[src/rtl/calc_result_serializer.sv]
// calc_result_serializer
//   Captures one six-word result set (s1..s6) per in_valid/in_ready transaction
//   into a DEPTH-frame FIFO and streams each frame out one BW-bit word per
//   transfer, tagged with its index and a last flag. A running modular checksum
//   of every transferred word and a count of completed frames are kept for
//   in-system checking.
//
// Ports
//   clk, rst_n            clock, synchronous active-low reset
//   in_valid / in_ready   frame handshake; in_ready = FIFO not full (registered)
//   s1..s6                result words 0..5 of the offered frame
//   out_valid / out_ready word handshake on the output stream
//   out_data              current word of the head frame
//   out_idx, out_last     word index 0..5, high on index 5
//   checksum              sum mod 2^BW of all transferred words since reset
//   frame_cnt             completed frames since reset (wraps at 2^16)
module calc_result_serializer #(
    parameter int unsigned BW    = 8,
    parameter int unsigned DEPTH = 2
) (
    input  logic          clk,
    input  logic          rst_n,
    input  logic          in_valid,
    output logic          in_ready,
    input  logic [BW-1:0] s1,
    input  logic [BW-1:0] s2,
    input  logic [BW-1:0] s3,
    input  logic [BW-1:0] s4,
    input  logic [BW-1:0] s5,
    input  logic [BW-1:0] s6,
    output logic          out_valid,
    input  logic          out_ready,
    output logic [BW-1:0] out_data,
    output logic [2:0]    out_idx,
    output logic          out_last,
    output logic [BW-1:0] checksum,
    output logic [15:0]   frame_cnt
);

    localparam int unsigned PtrW    = $clog2(DEPTH);
    localparam int unsigned CntW    = PtrW + 1;
    localparam logic [2:0]  LastIdx = 3'd5;

    typedef enum logic {StIdle, StSend} state_e;

    state_e          state_q, state_d;
    logic [PtrW-1:0] wr_ptr_q, rd_ptr_q;
    logic [CntW-1:0] count_q, count_d;
    logic [2:0]      idx_q, idx_d;
    logic            ready_q;
    logic [BW-1:0]   checksum_q, checksum_d;
    logic [15:0]     frame_cnt_q, frame_cnt_d;
    logic [BW-1:0]   mem_q [DEPTH][6];

    logic            push, xfer, pop;
    logic [BW-1:0]   head_word;

    // ready_q mirrors !full, so push never needs a separate full check.
    assign push      = in_valid && ready_q;
    assign xfer      = (state_q == StSend) && out_ready;
    assign pop       = xfer && (idx_q == LastIdx);
    assign head_word = mem_q[rd_ptr_q][idx_q];

    assign count_d = count_q + CntW'(push) - CntW'(pop);

    always_comb begin
        state_d     = state_q;
        idx_d       = idx_q;
        checksum_d  = checksum_q;
        frame_cnt_d = frame_cnt_q;
        out_valid   = 1'b0;
        out_data    = '0;
        out_last    = 1'b0;
        unique case (state_q)
            StIdle: begin
                if (count_q != '0) begin
                    state_d = StSend;
                    idx_d   = '0;
                end
            end
            StSend: begin
                out_valid = 1'b1;
                out_data  = head_word;
                out_last  = (idx_q == LastIdx);
                if (xfer) begin
                    checksum_d = checksum_q + head_word;
                    if (pop) begin
                        idx_d       = '0;
                        frame_cnt_d = frame_cnt_q + 16'd1;
                        // count_d already includes a push landing this cycle.
                        if (count_d == '0) begin
                            state_d = StIdle;
                        end
                    end else begin
                        idx_d = idx_q + 3'd1;
                    end
                end
            end
            default: state_d = StIdle;
        endcase
    end

    always_ff @(posedge clk) begin
        if (!rst_n) begin
            state_q     <= StIdle;
            wr_ptr_q    <= '0;
            rd_ptr_q    <= '0;
            count_q     <= '0;
            idx_q       <= '0;
            ready_q     <= 1'b0;
            checksum_q  <= '0;
            frame_cnt_q <= '0;
        end else begin
            state_q     <= state_d;
            count_q     <= count_d;
            idx_q       <= idx_d;
            checksum_q  <= checksum_d;
            frame_cnt_q <= frame_cnt_d;
            ready_q     <= (count_d != CntW'(DEPTH));
            if (push) begin
                wr_ptr_q <= wr_ptr_q + PtrW'(1);
            end
            if (pop) begin
                rd_ptr_q <= rd_ptr_q + PtrW'(1);
            end
        end
    end

    // Frame storage needs no reset; occupancy decides what is meaningful.
    always_ff @(posedge clk) begin
        if (push) begin
            mem_q[wr_ptr_q][0] <= s1;
            mem_q[wr_ptr_q][1] <= s2;
            mem_q[wr_ptr_q][2] <= s3;
            mem_q[wr_ptr_q][3] <= s4;
            mem_q[wr_ptr_q][4] <= s5;
            mem_q[wr_ptr_q][5] <= s6;
        end
    end

    assign in_ready  = ready_q;
    assign out_idx   = idx_q;
    assign checksum  = checksum_q;
    assign frame_cnt = frame_cnt_q;

endmodule
[config.mk]
export PLATFORM = sky130hd
export DESIGN_NAME = calc_result_serializer
export DESIGN_NICKNAME = d
export VERILOG_FILES = /design/src/rtl/calc_result_serializer.sv
export SDC_FILE = /design/constraint.sdc
export NUM_CORES = 1
export LEC_CHECK = 0
export ABC_CLOCK_PERIOD_IN_PS = 8600
export BUFFER_PORTS_ARGS = -buffer_cell sky130_fd_sc_hd__buf_4
export CORE_ASPECT_RATIO = 0.9
export CORE_MARGIN = 10
export CORE_UTILIZATION = 48
export DETAILED_ROUTE_END_ITERATION = 10
export PLACE_DENSITY = 0.77
export REMOVE_ABC_BUFFERS = 1
export SYNTH_ARGS = -nofsm -noshare
export SYNTH_HDL_FRONTEND = slang
export SYNTH_SLANG_ARGS = --single-unit
[constraint.sdc]
create_clock -name clk -period 8.6 [get_ports clk]
set_clock_uncertainty 0.2 [all_clocks]
set_input_delay 1.72 -clock clk [delete_from_list [all_inputs] [get_ports clk]]
set_output_delay 1.72 -clock clk [all_outputs]
set_load 0.05 [all_outputs]
==> results_dict.tcl <==
set metrics [dict create \
    status "complete, no violations" \
    instances_no_fill 618 \
    synthTopCellsByArea "edfxtp_1 (54%), dfxtp_1 (13%), mux4_2 (10%), ha_1 (2.8%), xor2_1 (2.3%)" \
    overflow 0 \
    p_sw_frac 0.234 \
    place_inst 586 \
    via_per_inst 5.22 \
    worst-path-buf-inv 1 \
    crit_chain "mux4_2 > mux2i_1 > o22ai_1 > and2_1 > buf_4" \
    chipWidth_um 131 \
    dieArea_um2 15700 \
    r2r_cells 13 \
    power_frac_clock 0.447 \
    relSlewSlack 0.234 \
    switching_power_uw 349 \
    cts.sinks 130 \
    cts_resized 0 \
    dr_wl_met2_um 5420 \
    clk_pin_slew_ns 0.06 \
    power_density_nw_per_um2 223 \
    first_iter_violations 193 \
    drt_first_pass_iters 4 \
    drtAntennaViolNets 0 \
    io_buffers 89 \
    leakagePower_uw 0.00247 \
    fmax_ghz 0.217 \
    finalHoldViolations 0 \
    crit_arrival_ns 2.70 \
    cts_buffer_depth 2 \
    num_vias 3225 \
    internal_power_uw 1150 \
    synth_area_um2 5330 \
    synth.ff_latch_count 130 \
    wl_per_cell_um 17.8 \
    crit_type "reg2out" \
    hold_depth 2 \
    period_share 0.537 \
    wl_um 11000 \
    setup_tns_ns 0 \
    min_path_type "reg2reg" \
    drcViolationCount 0 \
    nets 518 \
    wl_met3_um 695 \
    seqPwrFrac 0.475 \
    peakVddDrop_uv 131 \
    cap_violations 0 \
    max_stage_delay_ns 0.90 \
    ys_warn_count 0 \
    min_period_ns 4.62 \
    cts_buffers 17 \
    cp_num_cells 5 \
    drt-met1-wl_um 4710 \
    finalMaxSlewViolations 0 \
    ys.flop_type "edfxtp_1" \
    fp.dieH_um 120 \
    hpwlAfterDp_um 7690 \
    rows 36 \
    critPathRequiredTime_ns 6.68 \
    core_area_um2 10900 \
    endpoint_kind "primary output" \
    tritoncts "yes" \
    clk_latency_ns 0.41 \
    cts_setup_buffers 0 \
    routed.top_layer "met4" \
    holdBufCountCts 0 \
    antenna_found_initial 0 \
    synth_edf_count 96 \
    grt_pass1_vias 3467 \
    worst_setup_path_start_kind "flop" \
    drive_above_1_share 0.324 \
    yosysTopAreaCellShare 0.541 \
    ys_types 36 \
    path_max_fanout 24 \
    n_antenna_cell 0 \
    start_util 0.491 \
    ys_seq_area_frac 0.668 \
    cts_max_level 4 \
    pwr-share-comb 0.078 \
    async_flop_share 0 \
    synthCells 358 \
    worst_slew_pin_slew_ns 1.15 \
    grt_pass1_wl_um 17600 \
    grt_max_degree 49 \
    syn_area_per_cell_um2 14.9 \
    critical_path.top_delay_family "flip-flops" \
    setup_viol 0 \
    crit_slowest_cell "dfxtp_2" \
    cts_root_buf "clkbuf_16" \
    areaGrowthSynthToFinish_pct 26.0 \
    place_congestion 0.744 \
    ioPinCount 90 \
    synth.largest_area_cell "edfxtp_1" \
    rsz0062_at_grt "no" \
    grtUsageTotal 0.142 \
]
power groups by stage:
| stage | sequential [µW] | clock [µW] | combinational [µW] |
|---|---|---|---|
| floorplan | 732 | 0 | 58.4 |
| global placement | 722 | 0 | 115 |
| detailed placement | 723 | 0 | 118 |
| CTS | 710 | 682 | 118 |
| global route | 712 | 706 | 128 |
| finish | 710 | 668 | 117 |
state kept, by name (all words and copies together), names as in the netlist, named ones only:
signal	flops
out_idx	3
in_ready	1
frame_cnt	16
rd_ptr_q	1
state_q	1
mem_q	96
wr_ptr_q	1
count_q	2
checksum	8
final timing paths:
path | from | end | slack (ns)
setup / recovery | flop | out_data[3] | 3.98
hold / removal | checksum[2]$_SDFFE_PN0P_ | checksum[2]$_SDFFE_PN0P_ | 0.28
setup reg to reg | out_idx[0]$_SDFFE_PN0P_ | checksum[6]$_SDFFE_PN0P_ | 4.77
hold reg to reg | checksum[2]$_SDFFE_PN0P_ | checksum[2]$_SDFFE_PN0P_ | 0.28
metal layers:
| metal | vias up | GRT usage |
|---|---|---|
| li1 | 1536 | - |
| met1 | 1597 | 0.164 |
| met2 | 76 | 0.233 |
| met3 | 16 | 0.0563 |
| met4 | 0 | 0.0611 |
| met5 | - | 0 |
logic make-up (layout without fill, tap and decap cells):
group	after synthesis	count (layout)	share of synthesized area
buffers and inverters	36	144	0.0263
AO/OA/AOI/OAI	40	40	0.0441
flip-flops	130	130	0.668
adder cells (fa/ha/maj)	13	13	0.0319
AND/OR/NAND/NOR	87	87	0.0802
multiplexers	32	32	0.116
XOR/XNOR	20	20	0.0328
through the flow:
step | utilization | hold WS [ns] | setup slack, ns | area [µm²] | total power [µW]
finish | 0.619 | 0.283 | 3.98 | 6720 | 1500
global route | 0.619 | 0.302 | 3.77 | 6720 | 1550
global placement | 0.567 | 0.266 | 4.41 | 6150 | 837
CTS | 0.619 | 0.289 | 3.91 | 6720 | 1510
floorplan | - | 0.281 | 4.08 | 5270 | 791
detailed placement | 0.567 | 0.279 | 4.36 | 6150 | 841
worst register-to-register path, delay by kind of cell (launching register included):
kind / cells / cell delay [ns]
AND/OR/NAND/NOR: 1 / 0.16
AO/OA/AOI/OAI: 6 / 1.34
flip-flops: 1 / 0.74
buffers and inverters: 2 / 0.43
multiplexers: 2 / 0.31
adder cells (fa/ha/maj): 2 / 0.61
synth_stat cells, types with 6 or more instances:
master and count:
o21ai_0 8, nand3_1 11, ha_1 12, dfxtp_1 34, inv_1 20, xnor2_1 6, mux4_2 24, and2_1 11
nor2_1 29, edfxtp_1 96, clkbuf_1 11, a21oi_1 15, o22ai_1 7, nand2_1 15, xor2_1 14, mux2i_1 8
layout make-up:
| cell class | instances | area, µm² |
|---|---|---|
| timing repair buffer | 91 | 683 |
| clock buffer | 17 | 425 |
| sequential | 130 | 3560 |
| fill | 795 | 4140 |
| multi-input combinational | 192 | 1640 |
| tap | 152 | 190 |
| clock inverter | 15 | 136 |
| inverter | 21 | 78.8 |
cell usage in the layout (no fill, tap or decap), types with 2 or more instances in the layout:
cell and count:
nor2b_1 2, nand2_1 15, a211oi_1 2, edfxtp_1 96, o21ai_0 8, buf_4 91, and3_1 3, nand4_1 3
xor2_1 14, o22ai_1 7, clkinvlp_4 5, clkinv_4 4, or3_1 3, o31ai_1 3, nand2b_1 2, nand3_1 11
inv_1 20, mux4_2 24, mux2i_1 8, nor3_1 3, and2_1 11, a21oi_1 15, nor2_1 28, clkinv_2 2
xnor2_1 6, dfxtp_1 33, ha_1 12, clkbuf_16 17
No activity file was read; power rests on OpenSTA's default activity.
